==> config.mk <==
export PLATFORM = sky130hd
export DESIGN_NAME = k12a_input_conditioner
export DESIGN_NICKNAME = d
export VERILOG_FILES = /design/src/rtl/k12a_input_conditioner_pkg.sv /design/src/rtl/k12a_input_conditioner_debounce.sv /design/src/rtl/k12a_input_conditioner.sv
export SDC_FILE = /design/constraint.sdc
export NUM_CORES = 1
export LEC_CHECK = 0
export CORE_MARGIN = 3
export CORE_UTILIZATION = 55
export DETAILED_ROUTE_END_ITERATION = 8
export GPL_TIMING_DRIVEN = 0
export PLACE_DENSITY = 0.76
export SYNTH_ARGS = -nofsm -noshare
export SYNTH_HDL_FRONTEND = slang
export SYNTH_HIERARCHICAL = 1
export SYNTH_SLANG_ARGS = --single-unit
==> constraint.sdc <==
create_clock -name sys_clock -period 1.8 [get_ports sys_clock]
set_clock_uncertainty 0.05 [all_clocks]
set_input_delay 0.27 -clock sys_clock [delete_from_list [all_inputs] [get_ports sys_clock]]
set_output_delay 0.27 -clock sys_clock [all_outputs]
set_load 0.005 [all_outputs]
==> src/rtl/k12a_input_conditioner_pkg.sv <==
// Shared types and constants for the k12a input conditioner.
// The debounce FSM state type and qualify counter width live here so every channel agrees.
package k12a_input_conditioner_pkg;

    typedef enum logic {
        DB_STABLE     = 1'b0,
        DB_QUALIFYING = 1'b1
    } debounce_state_t;

    localparam int DEBOUNCE_CNT_WIDTH = 8;

endpackage

==> src/rtl/k12a_input_conditioner_debounce.sv <==
// One conditioned input channel: synchroniser chain, polarity fix, and tick-paced debounce FSM.
// The stable output only flips after STABLE_TICKS consecutive ticks that disagree with it.
module k12a_debounce_channel
    import k12a_input_conditioner_pkg::*;
#(
    parameter int   SYNC_STAGES  = 2,
    parameter int   STABLE_TICKS = 8,
    parameter logic RESET_LEVEL  = 1'b0,
    parameter logic INVERT       = 1'b0
) (
    input  logic sys_clock,
    input  logic reset,
    input  logic raw,
    input  logic tick,
    output logic stable
);

    localparam logic [DEBOUNCE_CNT_WIDTH-1:0] CNT_LAST = DEBOUNCE_CNT_WIDTH'(STABLE_TICKS - 1);

    logic [SYNC_STAGES-1:0]        r_sync;
    debounce_state_t               r_state;
    debounce_state_t               w_state_nxt;
    logic [DEBOUNCE_CNT_WIDTH-1:0] r_cnt;
    logic [DEBOUNCE_CNT_WIDTH-1:0] w_cnt_nxt;
    logic                          r_stable;
    logic                          w_stable_nxt;
    logic                          w_sample;

    // The inactive raw level is preloaded so a fresh reset never looks like an edge.
    always_ff @(posedge sys_clock) begin
        if (reset) begin
            r_sync   <= {SYNC_STAGES{RESET_LEVEL}};
            r_state  <= DB_STABLE;
            r_cnt    <= '0;
            r_stable <= 1'b0;
        end else begin
            r_sync   <= {r_sync[SYNC_STAGES-2:0], raw};
            r_state  <= w_state_nxt;
            r_cnt    <= w_cnt_nxt;
            r_stable <= w_stable_nxt;
        end
    end

    assign w_sample = r_sync[SYNC_STAGES-1] ^ INVERT;

    always_comb begin
        w_state_nxt  = r_state;
        w_cnt_nxt    = r_cnt;
        w_stable_nxt = r_stable;
        if (tick) begin
            case (r_state)
                DB_STABLE: begin
                    if (w_sample != r_stable) begin
                        if (STABLE_TICKS == 1) begin
                            w_stable_nxt = w_sample;
                        end else begin
                            w_cnt_nxt   = DEBOUNCE_CNT_WIDTH'(1);
                            w_state_nxt = DB_QUALIFYING;
                        end
                    end
                end
                DB_QUALIFYING: begin
                    if (w_sample == r_stable) begin
                        w_cnt_nxt   = '0;
                        w_state_nxt = DB_STABLE;
                    end else if (r_cnt == CNT_LAST) begin
                        // cnt+1 has reached STABLE_TICKS: accept the new level.
                        w_stable_nxt = w_sample;
                        w_cnt_nxt    = '0;
                        w_state_nxt  = DB_STABLE;
                    end else begin
                        w_cnt_nxt = r_cnt + 1'b1;
                    end
                end
                default: begin
                    w_cnt_nxt   = '0;
                    w_state_nxt = DB_STABLE;
                end
            endcase
        end
    end

    assign stable = r_stable;

endmodule

==> src/rtl/k12a_input_conditioner.sv <==
// Conditions 8 switches and 8 buttons for the k12a core: shared sample-tick prescaler,
// 16 debounce channels, and registered press/release pulses for the buttons.
module k12a_input_conditioner
    import k12a_input_conditioner_pkg::*;
#(
    parameter int SYNC_STAGES       = 2,
    parameter int TICK_CYCLES       = 50000,
    parameter int STABLE_TICKS      = 8,
    parameter int BUTTON_ACTIVE_LOW = 1
) (
    input  logic       sys_clock,
    input  logic       reset,
    input  logic [7:0] raw_switches,
    input  logic [7:0] raw_buttons,
    output logic [7:0] switches,
    output logic [7:0] buttons,
    output logic [7:0] button_press,
    output logic [7:0] button_release,
    output logic       tick
);

    localparam int            PW         = $clog2(TICK_CYCLES);
    localparam logic [PW-1:0] PRESC_LAST = PW'(TICK_CYCLES - 1);
    localparam logic          BTN_INV    = (BUTTON_ACTIVE_LOW != 0);

    logic [PW-1:0] r_presc;
    logic          r_tick;
    logic [7:0]    w_switches;
    logic [7:0]    w_buttons;
    logic [7:0]    r_buttons_d;
    logic [7:0]    r_press;
    logic [7:0]    r_release;

    always_ff @(posedge sys_clock) begin
        if (reset) begin
            r_presc     <= '0;
            r_tick      <= 1'b0;
            r_buttons_d <= '0;
            r_press     <= '0;
            r_release   <= '0;
        end else begin
            r_presc     <= (r_presc == PRESC_LAST) ? '0 : r_presc + 1'b1;
            r_tick      <= (r_presc == PRESC_LAST);
            // Both sides reset to 0 together, so a reset never produces a release pulse.
            r_buttons_d <= w_buttons;
            r_press     <= w_buttons & ~r_buttons_d;
            r_release   <= ~w_buttons & r_buttons_d;
        end
    end

    for (genvar gi = 0; gi < 8; gi++) begin : g_chan
        k12a_debounce_channel #(
            .SYNC_STAGES  (SYNC_STAGES),
            .STABLE_TICKS (STABLE_TICKS),
            .RESET_LEVEL  (1'b0),
            .INVERT       (1'b0)
        ) u_switch (
            .sys_clock (sys_clock),
            .reset     (reset),
            .raw       (raw_switches[gi]),
            .tick      (r_tick),
            .stable    (w_switches[gi])
        );

        k12a_debounce_channel #(
            .SYNC_STAGES  (SYNC_STAGES),
            .STABLE_TICKS (STABLE_TICKS),
            .RESET_LEVEL  (BTN_INV),
            .INVERT       (BTN_INV)
        ) u_button (
            .sys_clock (sys_clock),
            .reset     (reset),
            .raw       (raw_buttons[gi]),
            .tick      (r_tick),
            .stable    (w_buttons[gi])
        );
    end

    assign switches       = w_switches;
    assign buttons        = w_buttons;
    assign button_press   = r_press;
    assign button_release = r_release;
    assign tick           = r_tick;

endmodule

---- Word level (Yosys, flattened, before mapping) ----
Index checks and enable logic that the tools add are counted.
storage, ports and cells
  register bits after elaboration ......... 233
  input port bits ......................... 18
  logic and storage cells ................. 356
cells by class
  add/subtract/negate cells ............... 17
  eq/ne operators ......................... 65
  mux-type cells .......................... 128
  bitwise logic cells ..................... 44
  reductions and logical operators ........ 33
operators by type and width
  cell                     count
  $mux W8                  48
  $pmux W8 S2              16
  $add A8 B1 Y8 const B    16
  $eq A8 B3 Y1 const B     16
  $reduce_and A4 Y1        16
  $mux W1                  48
  $not A1 Y1               40
  $ne A2 B1 Y1 const B     16
  $pmux W1 S2              16
  $reduce_and A2 Y1        16
  $add A16 B1 Y16 const B  1
  $and A8 B8 Y8            2
  $eq A1 B1 Y1             16
  $eq A16 B16 Y1 const B   1
  $ne A1 B1 Y1             16
  $not A8 Y8               2
  $reduce_or A2 Y1         1

---- Depth between registers and ports, before layout ----
Gate-level depths: netlist of the first run.
  depth in word-level cells ............... 4
  gate-level depth with buffers ........... 6

---- Modules after synthesis ----
The synthesis of the first run kept the hierarchy.
by module, submodules not included
  module                                          instances  cells each  area an instance (um^2)  sequential area each (um^2)
  k12a_debounce_channel (g_chan[0].u_button ...)  8          62          620.6                    240.2
  k12a_debounce_channel (g_chan[0].u_switch ...)  8          64          598.1                    240.2
  k12a_input_conditioner                          1          133         1423.9                   820.8

---- Worst setup path before layout of the first run ----
No wires, ideal clock.
  path type ............................... register -> register
  start point ............................. register r_presc[10]
  end point ............................... register r_presc[8]
  library setup time ...................... 115 ps
  data arrival time ....................... 1639 ps
  slack ................................... -4 ps
  cell stages (with the launch flop) ...... 6
  path buffers ............................ 1
  clock period less this slack ............ 1804 ps
  path through ............................ dfxtp_1 > or4_1 > or4_4 > nand2b_4 > buf_12 > nor2_2
on the way
  cells in the longest elaborated chain, start to end .. 2
ends and longest elaborated chain
  element                     line                          text
  start, declared             k12a_input_conditioner.sv:26  logic [PW-1:0] r_presc;
  start signal, assigned      k12a_input_conditioner.sv:42  r_presc <= (r_presc == PRESC_LAST) ? '0 : r_presc + 1'b1;
  $eq A16 B16 Y1              k12a_input_conditioner.sv:42
  $reduce_or A2 Y1 (no line)  --
Every way passes these cells.
A chain may end at the register's enable or synchronous reset.

---- Worst setup path in the final report of the first run ----
  start point ............................. register r_presc[9]
  end point ............................... register r_presc[10]
on the way
  cells in the longest elaborated chain, start to end .. 2
ends and longest elaborated chain
  element
  branches (longest 2 deep; another with $add A16 B1 Y16)
Several ways; the timed one is not identified.

==> results of run 1 <==
## registers in the layout, indices dropped and copies added, names as in the netlist, 16 cells and up
| signal | flops |
|---|---|
| g_chan.u_button/r_cnt | 64 |
| g_chan.u_button/r_sync | 16 |
| g_chan.u_switch/r_cnt | 64 |
| g_chan.u_switch/r_sync | 16 |
| r_presc | 16 |
## where the power goes
group          internal (uW)  switching, uW
Clock                   3480           2040
Combinational            120            158
Sequential              5190           28.7
## critical path, delay by kind of cell (launching register included)
| family | cells | cell delay, ps |
|---|---|---|
| simple gates | 4 | 890 |
| buf+inv | 2 | 450 |
| flops | 1 | 310 |
## stage by stage
step / total power, uW / hold slack [ps] / setup TNS, ps / std cells
2_1_floorplan: 5480 / 282 / 0 / 1141
3_3_place_gp: 5600 / 337 / -725960 / 1456
3_5_place_dp: 5600 / 345 / -84890 / 1457
4_1_cts: 11200 / 229 / 0 / 1506
5_1_grt: 11400 / 243 / -693 / 1506
6_report: 11000 / 227 / 0 / 1506
## timing repair
action                                  4_1_cts  5_1_grt
resized for setup                            42       12
buffers inserted                              2        0
pin swaps                                     0        3
cloned                                        0        1
endpoints found under the setup margin      197       40
## per-layer routing
metal / track usage, % / share of wire (%) / wire length, microns
met5: 0 / 0 / 0
met4: 4.34 / 2.1 / 439
met3: 3.60 / 3.9 / 838
met2: 31.9 / 47 / 9930
met1: 25.6 / 47 / 10100
## layout make-up
class / count / area (sq um)
timing repair buffer: 54 / 564
clock inverter: 10 / 159
multi-input combinational: 845 / 6250
clock buffer: 37 / 753
inverter: 26 / 97.6
fill: 1566 / 6630
buffer: 36 / 216
sequential: 233 / 4710
tap: 265 / 332
## cells in the mapped netlist (10+ instances only)
| cell | instances | area, sq um |
|---|---|---|
| xor2_1 | 57 | 499 |
| nand4_1 | 53 | 332 |
| a211oi_1 | 24 | 180 |
| nor2_1 | 122 | 458 |
| nor3_1 | 11 | 55.1 |
| a31oi_1 | 16 | 100 |
| nand3_1 | 20 | 100 |
| nand2_1 | 44 | 165 |
| ha_1 | 33 | 413 |
| inv_1 | 26 | 97.6 |
| a21oi_1 | 48 | 240 |
| a311oi_1 | 16 | 140 |
| nor2b_1 | 32 | 200 |
| clkbuf_1 | 12 | 45.0 |
| dfxtp_1 | 233 | 4660 |
| buf_2 | 16 | 80.1 |
| o211ai_1 | 24 | 180 |
| xnor2_1 | 45 | 394 |
| mux2i_1 | 32 | 320 |
| nor2_2 | 10 | 62.6 |
| a21oi_2 | 16 | 140 |
| or2_2 | 16 | 100 |
| o21ai_0 | 32 | 160 |
| and4_1 | 16 | 140 |
| a32oi_1 | 16 | 140 |
## cell families (layout without fill, tap and decap cells)
logic type / Yosys count / in the layout
adder cells (fa/ha/maj): 33 / 33
flip-flops: 233 / 233
AO/OA/AOI/OAI: 248 / 248
XOR/XNOR: 118 / 118
multiplexers: 32 / 32
buffers and inverters: 63 / 163
AND/OR/NAND/NOR: 414 / 414
## worst min-delay path by stage
stage / startpoint / endpoint / slack (ps) / depth (start not counted)
6_report: reset / g_chan[0].u_button/r_state / 230 / 2
2_1_floorplan: reset / g_chan[0].u_button/stable / 280 / 1
5_1_grt: raw_buttons[3] / g_chan[3].u_button/r_sync[0] / 240 / 2
3_3_place_gp: r_buttons_d[2] / button_press[2] / 340 / 1
3_5_place_dp: r_buttons_d[2] / button_press[2] / 340 / 1
4_1_cts: raw_switches[7] / g_chan[7].u_switch/r_sync[0] / 230 / 2
==> impl_metrics.toml, run 1 <==
[clock_tree]
clkTransAtPathRegs_ps = 60
clock_path_buffers = 3
hold_buffers = 0
htree_num_levels = 1
cts.sinks = 233
cts_buffers = 26
cts_tree = "yes"
root_buffer = "clkbuf_16"
clock_latency_ps = 520

[final_layout]
final_util_pct = 66.4
area_delta_synth_final_pct = 17.1
layout-drive-gt1-share_pct = 19.7
diodes = 0
most-common-layout-cells = "dfxtp_1 (212), nor2_1 (122), xor2_1 (57)"
layout.nets = 1273
fin_area_sq_mm = 0.0131
mostFrequentLayoutCell = "dfxtp_1"

[floorplan]
die_y_microns = 149
die_area_sq_mm = 0.0221
num_rows = 51
coreArea_sq_mm = 0.0197
start_util_pct = 56.7
dieWidth_microns = 149
ios = 51

[yosys]
yosys-mux-area-fraction_pct = 2.87
synthFlopType = "dfxtp_1"
synth_compound_area_share_pct = 16.3
ys_seq_elements = 233
ys_warn_count = 6
async_reset_ff_share_pct = 0
synth-edff-count = 0
synth_cells = 1141
synth_top_family_by_area = "simple AND/OR/NAND/NOR gates"
synthAdderAreaFrac_pct = 3.70
synth_area_sq_mm = 0.0112
ys_seq_area_share_pct = 41.7
yosys.area_share.simple_pct = 22.4
synth_xor_xnor_area_share_pct = 10.3
synth_fp_nets = 1192
syn_avg_cell_area_sq_um = 9.79
ys_types = 52

[worst_setup_path]
path_class = "register to register"
r2r_cells = 6
critPathArrivalTime_ps = 2160
crit_chain = "clkbuf_1 > nand4b_1 > or4_4 > nand2b_4 > clkbuf_16 > nor2_2"
worstPathMaxFanout = 7
cp-end-kind = "register"
r2r_end = "r_presc[10]"
r2r_slack_ps = 3
cp-endpoint = "r_presc[10]"
required_ps = 2160
crit_start = "r_presc[9]"
critPathLaunchType = "register"
critical-path-max-stage-delay_ps = 570
cpMaxStageDelayCell = "or4_4"
r2r_start = "r_presc[9]"

[placement]
dp_hpwl_mm = 13.5
io_buffers = 50
place_area_sq_mm = 0.0120
gp_congestion = 0.867
pre_cts_ws_ps = -801

[grt]
grt-ovfl-total = 0
grt_pass1_vias = 8070
grt_pass1_wl_mm = 36.8
grt_max_degree = 75
antenna_found_initial = 0
track_usage_pct = 19.0

[sta]
rsz0062_at_grt = "true"
finalCriticalPeriod_ps = 1800
worstMarginPinSlew_ps = 788
finalSetupViolations = 0
clock.fmax_mhz = 557
fin_crit_sh_pct = 99.8
setup_ws_ps = 3.25
slew_viol_final = 0
relSlewSlack_pct = 47.4
hold_viol = 0

[outcome]
status = "completed"

[power]
powerDensity_mw_per_mm2 = 842
ir_drop_uv = 687
p_leak_uw = 0.00477

[drt]
first_pass_iters = 5
vias = 8552
dr.first_iter.drc_count = 417
drc = 0
ant_nets = 0
viasPerCell = 5.68
routedWlPerCell_microns = 14.1
wl_mm = 21.3

[job]
maxCapViolCount = 0

[worst_hold_path]
hp-class = "input port to register"
Power figures use the tool's default switching activity.
==> run 2, diff against run 1 <==
- CAP_MARGIN: not set -> 40
==> run 2 against run 1 <==
Cell area fell by 0.11%. Highest routed layer unchanged. Largest power group unchanged. Sequential power barely moved. Register-to-register slack improved by 40 ps. Utilization fell by 0.070 points. Via count fell by 1.4%. Power fell by 0.86%. Die area did not move. Maximum frequency rose by 2.4%. Largest cell class unchanged. Worst hold slack improved by 12 ps.
==> impl_metrics.toml, run 2 (synthesized netlist as in run 1, its figures left out) <==
[final_layout]
stdcell_count = 1505
area_delta_synth_final_pct = 17.0
multi_input_area_sq_mm = 0.00625
regArea_sq_mm = 0.00471
layout.nets = 1273
layout-drive-gt1-share_pct = 19.8
fillers = 1551
diodes = 0
mostFrequentLayoutCell = "dfxtp_1"
largestRegisters = "g_chan.u_button/r_cnt (64), g_chan.u_switch/r_cnt (64)"
most-common-layout-cells = "dfxtp_1 (213), nor2_1 (122), xor2_1 (57)"
fin_area_sq_mm = 0.0131

[job]
maxCapViolCount = 0

[clock_tree]
cts_tree = "yes"
clock_latency_ps = 510
clkTransAtPathRegs_ps = 60
cts_buffers = 25
htree_num_levels = 1
root_buffer = "clkbuf_16"
cts.sinks = 233
clock_path_buffers = 3

[floorplan]
dieWidth_microns = 149
die_y_microns = 149
die_area_sq_mm = 0.0221
num_rows = 51
start_util_pct = 56.7
coreArea_sq_mm = 0.0197
ios = 51

[drt]
routedWlPerCell_microns = 13.8
ant_nets = 0
drc = 0
viasPerCell = 5.61
wl_mm = 20.8
first_pass_iters = 5
vias = 8436
dr.first_iter.drc_count = 342

[grt]
antenna_found_initial = 0
grt_pass1_vias = 8011
track_usage_pct = 18.6
grt-ovfl-total = 0
grt_max_degree = 75
grt_pass1_wl_mm = 36.1

[outcome]
status = "completed"

[sta]
fin_hold_ws_ps = 239
fin_crit_sh_pct = 97.5
finalSetupViolations = 0
slew_viol_final = 0
finalCriticalPeriod_ps = 1750
setup_ws_ps = 45.4
relSlewSlack_pct = 47.8
worstMarginPinSlew_ps = 783
clock.fmax_mhz = 570
hold_viol = 0

[placement]
pre_cts_ws_ps = -785
gp_congestion = 0.867
dp.cells = 1458
dp_hpwl_mm = 13.5
io_buffers = 50
place_area_sq_mm = 0.0120

[worst_setup_path]
path_class = "register to output port"
crit_chain = "clkdlybuf4s50_1"
cpMaxStageDelayCell = "clkdlybuf4s50_1"
critPathArrivalTime_ps = 1430
required_ps = 1480
cp-end-kind = "output port"
critPathLaunchType = "register"
worstPathMaxFanout = 6
worst-path-buf-inv = 1
critical-path-max-stage-delay_ps = 530
crit_family = "buffers and inverters"

[power]
powerDensity_mw_per_mm2 = 835
ir_drop_uv = 900
p_leak_uw = 0.00476

[worst_hold_path]
hp-class = "input port to register"
[run 2: per-layer routing]
layer  part of all wire [%]  GRT usage [%]  wire [microns]  vias up
met4                    2.0           5.13             421        0
li1                       -              -               -     4331
met3                    3.2           3.29             660       29
met1                     48           24.8           10100     3981
met2                     46           31.3            9650       95
met5                      0              0               0        -
[run 2: area by class of cell]
class                      count  area share, %
buffer                        34           1.57
tap                          265           2.54
clock buffer                  33           5.32
inverter                      26          0.747
clock inverter                12           1.49
sequential                   233           36.0
timing repair buffer          57           4.45
multi-input combinational    845           47.8
[run 2: final timing paths]
check / startpoint / end / slack [ps] / depth (start not counted)
setup / recovery: g_chan[5].u_button/stable / buttons[5] / 50 / 1
hold / removal: reset / g_chan[0].u_button/r_state / 240 / 2
setup reg to reg: r_presc[10] / r_presc[10] / 50 / 5
hold reg to reg: r_buttons_d[2] / button_press[2] / 350 / 1
[run 2: power breakdown]
group	leakage [uW]	switching (uW)	internal (uW)
Sequential	0.00190	28.8	5180
Clock	0.000437	2000	3430
Combinational	0.00243	156	116
Total	0.00476	2190	8730
[run 2: metrics by stage]
stage,total power (uW),utilization [%],TNS [ps]
after global routing,11300,66.3,-1.92
after floorplan,5480,-,0
after global placement,5600,60.9,-725960
final,10900,66.3,0
after detailed placement,5600,61.1,-38840
after CTS,11100,66.2,0
[run 2: timing repair]
action / in CTS / in global routing
resized for setup: 34 / 25
hold buffers: 0 / 0
gates cloned: 0 / 0
setup buffers: 5 / 0
endpoints found under the hold margin: 0 / 0
endpoints found under the setup margin: 147 / 70
==> run 3, diff against run 2 <==
- CTS_CLUSTER_SIZE: not set -> 40
- SKIP_CTS_REPAIR_TIMING: not set -> 1
- SLEW_MARGIN: not set -> 20
==> run 3 against run 2 <==
Clock power is 7.2% lower. Global-route usage is 0.24 points higher. Highest routed layer unchanged. Sequential power hardly changed. Via count is 1.0% higher.
==> impl_metrics.toml, run 3 (synthesized netlist as in run 1, its figures left out) <==
[drt]
vias = 8520
drc = 0
ant_nets = 0
routedWlPerCell_microns = 14.3
wl_mm = 21.6
first_pass_iters = 5
dr.first_iter.drc_count = 368
viasPerCell = 5.65

[worst_setup_path]
critPathArrivalTime_ps = 2130
worstPathMaxFanout = 10
required_ps = 2160
r2r_slack_ps = 30
r2r_start = "r_presc[10]"
cp-end-kind = "register"
path_class = "register to register"
cpMaxStageDelayCell = "or4_1"
crit_chain = "or4_1 > or4_4 > nand2b_4 > buf_12 > nor2_2"
critical-path-max-stage-delay_ps = 500
r2r_cells = 5
critPathLaunchType = "register"
r2r_end = "r_presc[7]"

[power]
ir_drop_uv = 689
internal-power_uw = 8340
clkPwrFrac_pct = 47.8
switchingPower_uw = 2190
p_comb_share_pct = 2.6
swShare_pct = 20.8
p_leak_uw = 0.00474
p_seq_share_pct = 49.5
powerDensity_mw_per_mm2 = 808
p_total_uw = 10500

[final_layout]
largestRegisters = "g_chan.u_button/r_cnt (64), g_chan.u_switch/r_cnt (64)"
layout.nets = 1279
layout-drive-gt1-share_pct = 19.5
stdcell_count = 1508
most-common-layout-cells = "dfxtp_1 (213), nor2_1 (122), xor2_1 (57)"
fin_area_sq_mm = 0.0130
mostFrequentLayoutCell = "dfxtp_1"
diodes = 0
area_delta_synth_final_pct = 16.6

[placement]
place_area_sq_mm = 0.0120
gp_congestion = 0.867
io_buffers = 50
dp.cells = 1457
dp_hpwl_mm = 13.5

[grt]
grt_pass1_wl_mm = 36.5
track_usage_pct = 18.8
grt_max_degree = 75
antenna_found_initial = 0
grt_pass1_vias = 8023
grt-ovfl-total = 0

[sta]
fin_hold_ws_ps = 116
hold_viol = 0
slew_viol_final = 0
finalCriticalPeriod_ps = 1770
clock.fmax_mhz = 566
fin_crit_sh_pct = 98.1
finalSetupViolations = 0
worstMarginPinSlew_ps = 594
relSlewSlack_pct = 60.4

[clock_tree]
cts_tree = "yes"
clock_path_buffers = 3
cts_buffers = 26
root_buffer = "clkbuf_16"
htree_num_levels = 1
cts.sinks = 233
clkTransAtPathRegs_ps = 50
clock_latency_ps = 530

[worst_hold_path]
whs_endpoint = "g_chan[1].u_button/r_cnt[2]"
hp-class = "input port to register"
min-delay-start = "reset"
holdPathStages = 2

[floorplan]
die_y_microns = 149
die_area_sq_mm = 0.0221
coreArea_sq_mm = 0.0197
num_rows = 51
start_util_pct = 56.7
dieWidth_microns = 149
ios = 51

[outcome]
status = "completed"

[job]
maxCapViolCount = 0
-- run 3: area by class of cell --
cell class                      instances  area [sq um]
Fill cell                            1587          6690
Multi-Input combinational cell        845          6250
Sequential cell                       233          4710
Clock buffer                           39           759
Timing Repair Buffer                   60           601
Tap cell                              265           332
Buffer                                 36           218
Inverter                               26          97.6
Clock inverter                          4          60.1
-- run 3: stage by stage --
step                      setup slack [ps]  setup TNS [ps]  util, %
after global placement               -4110         -725960     60.9
after global routing                 -7.35           -16.4     66.1
after CTS                             -467          -19970     65.2
after detailed placement              -622          -23920     61.0
after floorplan                       69.8               0        -
final                                 33.3               0     66.1
-- run 3: how the worst max path moves through the flow --
stage / startpoint / end / slack, ps / depth (start not counted)
after detailed placement: reset / button_release[3] / -620 / 4
after CTS: tick / tick / -470 / 1
after global routing: tick / g_chan[3].u_switch/r_cnt[5] / -7 / 6
after floorplan: r_presc[0] / r_presc[8] / 70 / 6
final: r_presc[10] / r_presc[7] / 30 / 5
after global placement: reset / button_release[3] / -4110 / 4
-- run 3: critical path, delay by kind of cell (launching register included) --
family                 cells  cell delay (ps)
buffers and inverters      1              140
flip-flops                 1              340
AND/OR/NAND/NOR            4             1110
-- run 3: layer usage --
layer / GRT usage [%] / vias to the layer above / part of all wire [%] / wire [microns]
met2: 31.4 / 137 / 47 / 10000
met1: 25.3 / 4012 / 48 / 10300
met3: 3.29 / 35 / 3.4 / 741
met4: 5.36 / 0 / 2.3 / 506
li1: - / 4336 / - / -
met5: 0 / - / 0 / 0
-- run 3: power groups by stage --
| stage | registers, uW | clock network, uW | logic [uW] |
|---|---|---|---|
| after floorplan | 5330 | 0 | 143 |
| after global placement | 5340 | 0 | 267 |
| after detailed placement | 5340 | 0 | 267 |
| after CTS | 5230 | 5180 | 271 |
| after global routing | 5210 | 5390 | 303 |
| final | 5210 | 5040 | 275 |
